--- src/rtl/ysyx_23060180_ifu.sv ---
// Instruction fetch unit: owns the PC, fetches one word at a time and queues {pc,instr} for decode.
// Optional build macro IFU_MISALIGN_CHECK_EN adds fetch_misalign and parks fetch on misaligned redirects.
//
// state | meaning
// IDLE  | first cycle after reset, no request yet
// REQ   | request offered when buffer has room
// WAIT  | one request outstanding, waiting for response
module ysyx_23060180_ifu #(
  parameter logic [31:0] RESET_PC   = 32'h8000_0000,
  parameter int          FIFO_DEPTH = 2
) (
  input  logic        clk,
  input  logic        rstn,
  input  logic        redirect_valid,
  input  logic [31:0] redirect_pc,
  output logic        imem_req_valid,
  input  logic        imem_req_ready,
  output logic [31:0] imem_addr,
  input  logic        imem_rsp_valid,
  input  logic [31:0] imem_rsp_data,
`ifdef IFU_MISALIGN_CHECK_EN
  output logic        fetch_misalign,
`endif
  output logic        instr_valid,
  input  logic        instr_ready,
  output logic [31:0] instr,
  output logic [31:0] instr_pc
);

  localparam logic [1:0] S_IDLE = 2'd0;
  localparam logic [1:0] S_REQ  = 2'd1;
  localparam logic [1:0] S_WAIT = 2'd2;

  localparam int PW = (FIFO_DEPTH > 1) ? $clog2(FIFO_DEPTH) : 1;
  localparam int CW = PW + 1;

  logic [1:0]    state;
  logic [31:0]   pc;
  logic [31:0]   req_pc;
  logic          drop;
  logic [31:0]   fifo_instr [FIFO_DEPTH];
  logic [31:0]   fifo_pc    [FIFO_DEPTH];
  logic [PW-1:0] rd_ptr;
  logic [PW-1:0] wr_ptr;
  logic [CW-1:0] count;
  logic [31:0]   redirect_tgt;
  logic          park;
  logic          accept;
  logic          push;
  logic          pop;

`ifdef IFU_MISALIGN_CHECK_EN
  logic misalign_q;

  assign redirect_tgt   = redirect_pc;
  assign park           = misalign_q;
  assign fetch_misalign = misalign_q;

  always_ff @(posedge clk) begin
    if (!rstn) begin
      misalign_q <= 1'b0;
    end else if (redirect_valid) begin
      misalign_q <= |redirect_pc[1:0];
    end
  end
`else
  assign redirect_tgt = redirect_pc & 32'hFFFF_FFFC;
  assign park         = 1'b0;
`endif

  assign imem_req_valid = (state == S_REQ) && (count < CW'(FIFO_DEPTH)) &&
                          !redirect_valid && !park;
  assign imem_addr      = pc;
  assign accept         = imem_req_valid && imem_req_ready;
  assign push           = (state == S_WAIT) && imem_rsp_valid && !drop && !redirect_valid;
  assign pop            = instr_valid && instr_ready && !redirect_valid;

  assign instr_valid = (count != '0);
  assign instr       = instr_valid ? fifo_instr[rd_ptr] : 32'h0;
  assign instr_pc    = instr_valid ? fifo_pc[rd_ptr]    : 32'h0;

  always_ff @(posedge clk) begin
    if (!rstn) begin
      state  <= S_IDLE;
      pc     <= RESET_PC;
      req_pc <= RESET_PC;
      drop   <= 1'b0;
    end else begin
      case (state)
        S_IDLE: state <= S_REQ;
        S_REQ: begin
          if (accept) begin
            req_pc <= pc;
            pc     <= pc + 32'd4;
            state  <= S_WAIT;
          end
        end
        S_WAIT: begin
          // a response arriving with a redirect is itself the stale one, so nothing is left to drop
          if (imem_rsp_valid) begin
            drop  <= 1'b0;
            state <= S_REQ;
          end else if (redirect_valid) begin
            drop <= 1'b1;
          end
        end
        default: state <= S_IDLE;
      endcase
      if (redirect_valid) begin
        pc <= redirect_tgt;
      end
    end
  end

  always_ff @(posedge clk) begin
    if (!rstn) begin
      rd_ptr <= '0;
      wr_ptr <= '0;
      count  <= '0;
    end else if (redirect_valid) begin
      rd_ptr <= '0;
      wr_ptr <= '0;
      count  <= '0;
    end else begin
      if (push) begin
        wr_ptr <= wr_ptr + PW'(1);
      end
      if (pop) begin
        rd_ptr <= rd_ptr + PW'(1);
      end
      case ({push, pop})
        2'b10:   count <= count + CW'(1);
        2'b01:   count <= count - CW'(1);
        default: count <= count;
      endcase
    end
  end

  always_ff @(posedge clk) begin
    if (push) begin
      fifo_instr[wr_ptr] <= imem_rsp_data;
      fifo_pc[wr_ptr]    <= req_pc;
    end
  end

endmodule

--- config.mk ---
export PLATFORM = sky130hd
export DESIGN_NAME = ysyx_23060180_ifu
export DESIGN_NICKNAME = d
export VERILOG_FILES = /design/src/rtl/ysyx_23060180_ifu.sv
export SDC_FILE = /design/constraint.sdc
export NUM_CORES = 1
export LEC_CHECK = 0
export BUFFER_PORTS_ARGS = -buffer_cell sky130_fd_sc_hd__buf_2
export CORE_ASPECT_RATIO = 0.75
export CORE_MARGIN = 2
export CORE_UTILIZATION = 24
export CTS_BUF_LIST = sky130_fd_sc_hd__clkbuf_2
export DETAILED_ROUTE_END_ITERATION = 10
export GPL_ROUTABILITY_DRIVEN = 0
export PLACE_DENSITY = 0.38
export SYNTH_ARGS = -nofsm -noshare
export SYNTH_HDL_FRONTEND = slang
export SYNTH_SLANG_ARGS = --single-unit
--- constraint.sdc ---
create_clock -name clk -period 4.66 [get_ports clk]
set_clock_uncertainty 0.05 [all_clocks]
set_input_delay 0.466 -clock clk [delete_from_list [all_inputs] [get_ports clk]]
set_output_delay 0.466 -clock clk [all_outputs]
set_load 0.01 [all_outputs]
==> reports/qor.yml <==
outcome:
  status: "finished, final reports clean"
die:
  initial_core_util: 0.242
  dieArea_um2: 35100
  die_h_um: 163
  rows: 58
  coreArea_um2: 33300
  die_w_um: 216
  io_pins: 168
worst_setup_path:
  critPathBufInv: 2
  crit_slowest_cell: "dfxtp_4"
  critPathMaxStageDelay_ps: 1010
  path_delay_family: "flip-flops"
  arrival_ps: 2710
  worstSetupPathType: "flop to output port"
  cp-start-kind: "flop"
  path_cells: "buf_4 > mux2i_1 > nor2_1 > buf_2"
  cp.required_ps: 4140
  crit_path_end_kind: "output port"
  critical_path.max_fanout: 45
logic_synthesis:
  synth-edff-count: 124
  seq_area_frac_synth: 0.630
  synthArstFlopShare: 0
  synth.distinct_cells: 51
  ys_seq_elements: 192
  synth_warnings: 0
  ys.flop_type: "edfxtp_1"
  netlist_area_um2: 8070
  synth_cells: 682
  syn-mean-instance-area_um2: 11.8
clocking:
  clkSinkCount: 192
  clk_path_buf_depth: 2
  htreeDepth: 4
  cts_resized: 0
  cts_setup_buffers: 0
  clk_latency_ps: 770
  cts_hold_buffers: 67
  cts_tree: "yes"
  cts_root_buf: "clkbuf_2"
  cts.reportedPaths.clkPinSlew_ps: 290
  cts_buffers: 17
global_routing:
  grt_pass1_wl_um: 33900
  track_usage: 0.127
  antenna_found_initial: 1
  grt_max_degree: 48
  grt-ovfl-total: 0
  grt_pass1_vias: 5590
placed_design:
  place_hpwl_um: 14800
  place_inst: 1257
  io_buffers: 161
sta:
  finalCritPeriodShare: 0.693
  fin_hold_ws_ps: 163
  slew_headroom: 0.387
  finalSetupTns_ps: 0
  max_freq_ghz: 0.310
  rsz0062_at_grt: "false"
  drv_slew: 0
  setup_viol: 0
  worst_pin_slew_ps: 919
  finalHoldViolations: 0
  layout_min_cycle_time_ps: 3230
drt:
  route.detailed.drc: 0
  vias: 5912
  drt_pre_antenna_iters: 4
  drt-vias-per-instance: 4.36
  first_iter_violations: 288
  drt-total-wl_um: 22200
  post_drt_wl_per_cell_um: 16.4
  final_antenna_net_count: 0
power_and_ir_drop:
  power.density_nw_per_um2: 289
  p_leak_nw: 3.60
  ir_worst_vdd_v: 0.000141
cells_and_area:
  layout.cells.non_filler: 1357
  syn2layout_area_growth_pct: 26.5
  nFillCells: 3534
  drive_above_1_share: 0.238
  num-nets-final: 965
hold_path:
  min_path_type: "input pin to flop"
run:
  cap_violations: 0
layout make-up:
class,count,area [um2],area share
diodes,1,2.50,0.000245
repair buffers,238,1560,0.153
clock buffers,20,100,0.00980
multi-input cells,437,2730,0.268
clock inverters,12,134,0.0131
well taps,450,563,0.0551
flip-flops and latches,192,5090,0.498
inverters,7,26.3,0.00257
worst paths after layout:
kind	startpoint	end	slack [ps]	cells after the start
hold / removal	redirect_valid	drop	160	3
hold reg to reg	req_pc[26]	fifo_pc[1][26]	410	0
setup reg to reg	state[1]	fifo_pc[1][18]	2110	4
setup / recovery	flop	instr_pc[14]	1430	4
routing by layer:
metal	GRT usage	share of wire
met2	0.174	0.40
met4	0.0301	0.0083
met1	0.193	0.53
met5	0	0
met3	0.0360	0.061
cell usage after synthesis (6+ instances only):
library cell	number	area, um2
xnor2_1	8	70.1
a21oi_1	8	40.0
buf_4	6	45.0
a21boi_0	27	203
nand3_1	20	100
o21ai_0	25	125
dfxtp_1	68	1360
mux2i_1	62	621
buf_2	15	75.1
nor3_1	10	50.1
clkbuf_1	22	82.6
nand2b_1	6	37.5
a31oi_1	14	87.6
edfxtp_1	124	3720
o31ai_1	11	82.6
nand4_1	13	81.3
or4_1	11	82.6
nor2_1	76	285
inv_1	7	26.3
nand2_1	85	319
sequential cells by signal, indices dropped and copies added, names as in the netlist, named ones only:
name,cells
fifo_instr,64
state,2
imem_addr,30
req_pc,30
wr_ptr,1
count,2
fifo_pc,60
rd_ptr,1
drop,1
where the power goes:
group / total (mW) / leakage (nW) / switching, mW / internal (mW)
Clock: 0.857 / 0.146 / 0.600 / 0.256
Combinational: 0.209 / 1.78 / 0.103 / 0.107
Sequential: 1.88 / 1.67 / 0.0493 / 1.83
Total: 2.95 / 3.60 / 0.752 / 2.19
kinds of logic after synthesis:
group,count (synthesis),share of synthesized area
AOI/OAI and AO/OA,105,0.0880
xor gates and xnor gates,11,0.0119
adders and majority gates,2,0.00310
buffers and inverters,56,0.0361
DFF,192,0.630
muxes,62,0.0769
other,1,0.000464
and+or+nand+nor,253,0.154
cell usage in the layout, fill, tap and decap left out, types with 9 or more instances in the layout:
| cell type | count |
|---|---|
| edfxtp_1 | 124 |
| o21ai_0 | 25 |
| o31ai_1 | 11 |
| a31oi_1 | 14 |
| buf_4 | 9 |
| dlygate4sd3_1 | 67 |
| nand4_1 | 13 |
| clkbuf_2 | 20 |
| nor3_1 | 10 |
| nand2_1 | 85 |
| nor2_1 | 73 |
| buf_2 | 161 |
| mux2i_1 | 62 |
| a21boi_0 | 27 |
| dfxtp_1 | 67 |
| nand3_1 | 20 |
| or4_1 | 11 |
worst reg2reg max path, delay by kind of cell (launching register included):
kind / cells / cell delay, ps
AND/OR/NAND/NOR: 3 / 1340
flip-flops: 1 / 470
buffers and inverters: 1 / 360
stage by stage:
stage | area, um2 | power (mW) | setup slack (ps) | util
2_1_floorplan | 8090 | 1.99 | 650 | -
3_3_place_gp | 9300 | 2.08 | 1890 | 0.279
3_5_place_dp | 9300 | 2.08 | 1930 | 0.279
4_1_cts | 10200 | 3.00 | 1250 | 0.306
5_1_grt | 10200 | 3.08 | 1150 | 0.307
6_report | 10200 | 2.95 | 1430 | 0.307
(Power assumes the default switching activity.)
